===== src/rtl/pipe_stage_skid.sv =====
// pipe_stage_skid: generic inter-stage pipeline register with a valid/ready
// handshake and a 2-entry skid buffer (main register + skid register).
// in_ready is decoded purely from the state register, so upstream never sees
// a combinational path from out_ready. Empty slots present a zero-control
// bubble downstream. A flush squashes everything held in the stage.
//
// Optional build macro: PIPE_STAGE_PERF_EN adds saturating stall/bubble
// counters (stall_cnt, bubble_cnt). Without it those ports do not exist.
`timescale 1ns/1ps

module pipe_stage_skid #(
  parameter int unsigned DATA_W        = 32,
  parameter int unsigned CTRL_W        = 6,
  parameter int unsigned ZERO_ON_EMPTY = 1
) (
  input  logic              clk,
  input  logic              rst,
  input  logic              flush,
  input  logic              in_valid,
  output logic              in_ready,
  input  logic [DATA_W-1:0] in_data,
  input  logic [CTRL_W-1:0] in_ctrl,
  output logic              out_valid,
  input  logic              out_ready,
  output logic [DATA_W-1:0] out_data,
  output logic [CTRL_W-1:0] out_ctrl,
`ifdef PIPE_STAGE_PERF_EN
  output logic [15:0]       stall_cnt,
  output logic [15:0]       bubble_cnt,
`endif
  output logic [1:0]        occupancy
);

  // EMPTY: nothing held; BUSY: main register valid; FULL: main + skid valid.
  typedef enum logic [1:0] {
    ST_EMPTY = 2'd0,
    ST_BUSY  = 2'd1,
    ST_FULL  = 2'd2
  } state_e;

  state_e              r_state;
  state_e              w_state_nxt;
  logic [DATA_W-1:0]   r_main_data;
  logic [CTRL_W-1:0]   r_main_ctrl;
  logic [DATA_W-1:0]   r_skid_data;
  logic [CTRL_W-1:0]   r_skid_ctrl;
  logic [DATA_W-1:0]   w_main_data_nxt;
  logic [CTRL_W-1:0]   w_main_ctrl_nxt;
  logic [DATA_W-1:0]   w_skid_data_nxt;
  logic [CTRL_W-1:0]   w_skid_ctrl_nxt;

  logic                w_in_ready;
  logic                w_out_valid;
  logic [1:0]          w_occupancy;
  logic                w_in_fire;
  logic                w_out_fire;

  // Handshake signals decoded from the state register only.
  always_comb begin
    w_in_ready  = 1'b1;
    w_out_valid = 1'b0;
    w_occupancy = 2'd0;
    case (r_state)
      ST_EMPTY: begin
        w_in_ready  = 1'b1;
        w_out_valid = 1'b0;
        w_occupancy = 2'd0;
      end
      ST_BUSY: begin
        w_in_ready  = 1'b1;
        w_out_valid = 1'b1;
        w_occupancy = 2'd1;
      end
      ST_FULL: begin
        w_in_ready  = 1'b0;
        w_out_valid = 1'b1;
        w_occupancy = 2'd2;
      end
      default: begin
        w_in_ready  = 1'b1;
        w_out_valid = 1'b0;
        w_occupancy = 2'd0;
      end
    endcase
  end

  assign w_in_fire  = in_valid & w_in_ready;
  assign w_out_fire = w_out_valid & out_ready;

  // Next-state and payload steering; flush overrides the handshake.
  always_comb begin
    w_state_nxt     = r_state;
    w_main_data_nxt = r_main_data;
    w_main_ctrl_nxt = r_main_ctrl;
    w_skid_data_nxt = r_skid_data;
    w_skid_ctrl_nxt = r_skid_ctrl;
    if (flush) begin
      // Any same-cycle in_fire is dropped; a same-cycle out_fire was
      // already seen downstream and needs no action here.
      w_state_nxt     = ST_EMPTY;
      w_main_data_nxt = '0;
      w_main_ctrl_nxt = '0;
      w_skid_data_nxt = '0;
      w_skid_ctrl_nxt = '0;
    end else begin
      case (r_state)
        ST_EMPTY: begin
          if (w_in_fire) begin
            w_state_nxt     = ST_BUSY;
            w_main_data_nxt = in_data;
            w_main_ctrl_nxt = in_ctrl;
          end else begin
            w_state_nxt = ST_EMPTY;
          end
        end
        ST_BUSY: begin
          case ({w_in_fire, w_out_fire})
            2'b10: begin
              // Downstream stalled: the new entry parks in the skid slot,
              // so it stays younger than the one in main.
              w_state_nxt     = ST_FULL;
              w_skid_data_nxt = in_data;
              w_skid_ctrl_nxt = in_ctrl;
            end
            2'b01: begin
              w_state_nxt = ST_EMPTY;
              if (ZERO_ON_EMPTY != 0) begin
                w_main_data_nxt = '0;
                w_main_ctrl_nxt = '0;
              end else begin
                w_main_data_nxt = r_main_data;
                w_main_ctrl_nxt = r_main_ctrl;
              end
            end
            2'b11: begin
              w_state_nxt     = ST_BUSY;
              w_main_data_nxt = in_data;
              w_main_ctrl_nxt = in_ctrl;
            end
            default: begin
              w_state_nxt = ST_BUSY;
            end
          endcase
        end
        ST_FULL: begin
          // in_ready is low here, so in_valid is ignored.
          if (w_out_fire) begin
            w_state_nxt     = ST_BUSY;
            w_main_data_nxt = r_skid_data;
            w_main_ctrl_nxt = r_skid_ctrl;
            w_skid_data_nxt = '0;
            w_skid_ctrl_nxt = '0;
          end else begin
            w_state_nxt = ST_FULL;
          end
        end
        default: begin
          w_state_nxt     = ST_EMPTY;
          w_main_data_nxt = '0;
          w_main_ctrl_nxt = '0;
          w_skid_data_nxt = '0;
          w_skid_ctrl_nxt = '0;
        end
      endcase
    end
  end

  // State and payload registers; reset has top priority.
  always_ff @(posedge clk) begin
    if (rst) begin
      r_state     <= ST_EMPTY;
      r_main_data <= '0;
      r_main_ctrl <= '0;
      r_skid_data <= '0;
      r_skid_ctrl <= '0;
    end else begin
      r_state     <= w_state_nxt;
      r_main_data <= w_main_data_nxt;
      r_main_ctrl <= w_main_ctrl_nxt;
      r_skid_data <= w_skid_data_nxt;
      r_skid_ctrl <= w_skid_ctrl_nxt;
    end
  end

  assign in_ready  = w_in_ready;
  assign out_valid = w_out_valid;
  assign occupancy = w_occupancy;
  assign out_data  = r_main_data;
  // Control is gated so a stale main register never leaks a live opcode.
  assign out_ctrl  = r_main_ctrl & {CTRL_W{w_out_valid}};

`ifdef PIPE_STAGE_PERF_EN
  logic [15:0] r_stall_cnt;
  logic [15:0] r_bubble_cnt;

  // Saturating stall/bubble counters; cleared only by reset, not by flush.
  always_ff @(posedge clk) begin
    if (rst) begin
      r_stall_cnt  <= 16'd0;
      r_bubble_cnt <= 16'd0;
    end else begin
      if (w_out_valid && !out_ready && (r_stall_cnt != 16'hFFFF)) begin
        r_stall_cnt <= r_stall_cnt + 16'd1;
      end else begin
        r_stall_cnt <= r_stall_cnt;
      end
      if (!w_out_valid && out_ready && (r_bubble_cnt != 16'hFFFF)) begin
        r_bubble_cnt <= r_bubble_cnt + 16'd1;
      end else begin
        r_bubble_cnt <= r_bubble_cnt;
      end
    end
  end

  assign stall_cnt  = r_stall_cnt;
  assign bubble_cnt = r_bubble_cnt;
`endif

endmodule


===== config.mk =====
export PLATFORM = sky130hd
export DESIGN_NAME = pipe_stage_skid
export DESIGN_NICKNAME = d
export VERILOG_FILES = /design/src/rtl/pipe_stage_skid.sv
export SDC_FILE = /design/constraint.sdc
export NUM_CORES = 1
export LEC_CHECK = 0
export CORE_MARGIN = 2
export CORE_UTILIZATION = 50
export DETAILED_ROUTE_END_ITERATION = 6
export PLACE_DENSITY = 0.78
export SLEW_MARGIN = 5
export SYNTH_ARGS = -nofsm -noshare
export SYNTH_HDL_FRONTEND = slang
export SYNTH_SLANG_ARGS = --single-unit

===== constraint.sdc =====
create_clock -name clk -period 2.6 [get_ports clk]
set_input_delay 0.65 -clock clk [delete_from_list [all_inputs] [get_ports clk]]
set_output_delay 0.65 -clock clk [all_outputs]
set_load 0.02 [all_outputs]

==> parameters.txt <==
Parameter                              Value

Status
  Result of the run ... finished, final reports clean

GRT
  Vias in the first global route ... roughly 3900
  Overall Global Routing Usage ... between 20% and 30%
  Remaining global-route overflow ... 0
  Antenna violations before repair ... 0
  First-pass GRT wire length ... around 18000 µm
  Pin count of the biggest net entering global routing ... 93

CTS
  Count of hold-fix buffers inserted at cts ... 0
  Clock-pin slew reported for the worst setup and hold paths after clock tree synthesis ... ~80 ps
  TritonCTS clock tree ... yes
  Post-CTS setup buffer count ... 0
  Post-CTS resize count ... 3
  Number of clock buffers inserted by TritonCTS ... 9
  Maximum buffer depth of the clock tree ... 2
  Skew-Pair Late Insertion Delay ... about 350 ps
  CTS H-Tree Depth ... 3
  Clk root buf ... clkbuf_8
  Number of clock sinks seen by CTS ... 78

Timing
  Crit path time final ... between 2000 and 2500 ps
  Pin slew with the least headroom to its limit ... 457 ps
  Peak Freq ... a little over 400 MHz
  Relative max-transition margin ... 69.5%
  Post-route setup TNS ... 0 ps
  Setup repair after global routing missed its margin ... no
  Count of final max-slew check failures ... 0
  Number of failing hold endpoints at the final stage ... 0
  Final Cycle Share ... a little over nine tenths
  Worst Setup Slack, final ... roughly 130 ps
  Layout Skew ... about 15 ps
  WHS ... roughly 460 ps
  Final setup violation count ... 0

Logic synthesis
  Synth Area in Adders ... under 10%
  Sequential fraction of the synthesis area ... between 30 and 40%
  Count of cell types in the netlist ... 30
  Mapped Nets ... about 520
  Share of cell area taken by muxes after synthesis ... between 9 and 10%
  Number of cells produced by synthesis ... around 480
  Share of the synthesized area in compound gates (AO/OA/AOI/OAI) ... between 20% and 30%
  Synth Cell Area ... approximately 4200 µm²
  Basic-gate share of the synthesized area counting and, or, nand and nor cells ... a little under a fifth
  Share of the synthesized netlist area taken by xor and xnor gates ... 0%
  Post-Syn Area per Cell ... between 8 and 9 µm²
  Largest family of logic cells by synthesized area ... compound AO/OA/AOI/OAI gates
  Seq cells post-synth ... a little under 80
  Count of warnings emitted by yosys ... 0

Layout
  Area used by multi-input combinational logic ... around 2400 µm²
  Final net count ... a little under 600
  Most frequent cells in the layout ... clkdlybuf4s50_1, dfxtp_1, nand2_1
  Layout cells sized above 1 ... around 11%
  Number of diodes added for antenna fixing ... 0
  Syn-to-layout area delta ... 28.3%
  # fillers ... around 670
  Fin area ... 5360 µm²
  Count of non-filler cells in the finished layout ... about 640
  Seq. cell area ... 1560 µm²

Place
  Global placer's final weighted congestion ... approximately 0.73
  Setup WS pre-CTS ... between 50 and 60 ps
  Instance area after placement ... around 5000 µm²
  Placed cell count ... slightly above 600
  # port buffers ... 84
  HPWL after detailed placement ... 7060 µm

Run
  Number of max-cap violations ... 0

Die
  Overall die height ... 95.4 µm
  Chip width ... ~95 µm
  Starting density of the core ... 51.1%
  Core Box Area ... just over 8000 µm²
  Area enclosed by the die boundary ... just over 9000 µm²
  Number of I/O pins ... 85
  Std-Cell Rows ... 33

Pwr
  Worst ir drop on vdd ... about 250 µV
  Power per Cell Area ... roughly 520 nW/µm²
  Leak Pwr ... between 1.5 and 2 nW

Worst setup path
  Worst Path Class, Setup ... reg -> out
  Setup crit start kind ... flip-flop
  Maximum fanout along the worst path ... 14
  Data arrival time of the critical path ... between 1500 and 2000 ps
  Required arrival time at the worst endpoint ... just under 2000 ps
  Worst setup EP type ... primary output

Routing
  Vias per Instance ... about 6.3
  Post-route antenna net violation count ... 0
  Pre-Repair DR Iteration Count ... 5
  Total Wirelength ... about 11000 µm
  Post-detailed-route wirelength per cell ... approximately 18 µm
  DR iter-0 viols ... just under 400
  Via count of the routed design ... roughly 4000
  Number of DRC violations after detailed routing ... 0

Min path
  Hold/Removal Path Class ... reg -> reg
[worst max-delay path, cell delays in order, from the launching register on]
cell	delay, ps
dfxtp_1	380
inv_1	120
ha_4	360
clkdlybuf4s50_1	620
[cells by family after synthesis]
kind of cell / count (synthesis)
simple gates: 170
compound gates: 125
flops: 78
buf+inv: 60
mux: 38
fa+ha+maj: 5
[final timing paths]
kind                  startpoint        endpoint  slack (ps)  cells after the start
hold reg to reg   r_skid_ctrl[0]  r_skid_ctrl[0]         460                      2
hold / removal    r_skid_ctrl[0]  r_skid_ctrl[0]         460                      2
setup / recovery      r_state[0]       out_valid         130                      3
setup reg to reg      r_state[0]     out_data[2]         360                      7
[cell type report]
cell class	count	share of cell area, %
clock buffer	11	2.64
inverter	3	0.210
clock inverter	4	1.77
tap	105	2.45
sequential	78	29.1
timing repair buffer	99	19.1
multi-input combinational	338	44.7
[power breakdown]
part           internal, mW  switching (mW)
clock network         0.658           0.430
registers              1.22          0.0220
logic                 0.217           0.263
[per-stage QoR]
| stage | util, % | power [mW] |
|---|---|---|
| after CTS | 65.5 | 2.82 |
| after floorplan | - | 1.54 |
| after global routing | 65.6 | 2.90 |
| after global placement | 62.5 | 1.73 |
| final | 65.6 | 2.81 |
| after detailed placement | 62.5 | 1.74 |
[flip-flops by register name, summed over array words and instances (netlist names)]
| register | cells |
|---|---|
| out_data | 32 |
| r_main_ctrl | 6 |
| r_skid_ctrl | 6 |
| r_skid_data | 32 |
| r_state | 2 |
[metal layers]
metal	global-route usage [%]	up-vias	share of wire [%]
li1	-	1894	-
met1	32.8	1966	43
met2	43.3	142	50
met3	4.03	9	5.6
met4	8.57	0	0.88
met5	0	-	0
[synth_stat cells]
cell       n  share of area, %
buf_6      5               1.3
ha_1       5               1.5
o221ai_2  20               7.2
nor2_1     1             0.090
a221oi_2   1              0.36
clkbuf_1  32               2.9
nand2_1   77               6.9
nor3_1     1              0.12
a21bo_2    1              0.24
o221ai_1  18               3.8
a31oi_1   39               5.8
a22o_1    38               8.0
o21ai_0    2              0.24
dfxtp_1   78                37
and4b_1    1              0.24
and2_1     6              0.90
a21boi_1   1              0.18
or3_4      1              0.27
mux2i_1   38               9.1
buf_2     13               1.6
o21a_1     1              0.18
buf_4      1              0.18
inv_1      3              0.27
buf_1      6              0.54
a2111o_1   1              0.27
and3_1     2              0.30
a21oi_1    3              0.36
nor2b_1    3              0.45
nand3_1   76               9.1
nand2b_1   2              0.30
(Power assumes the default switching activity.)
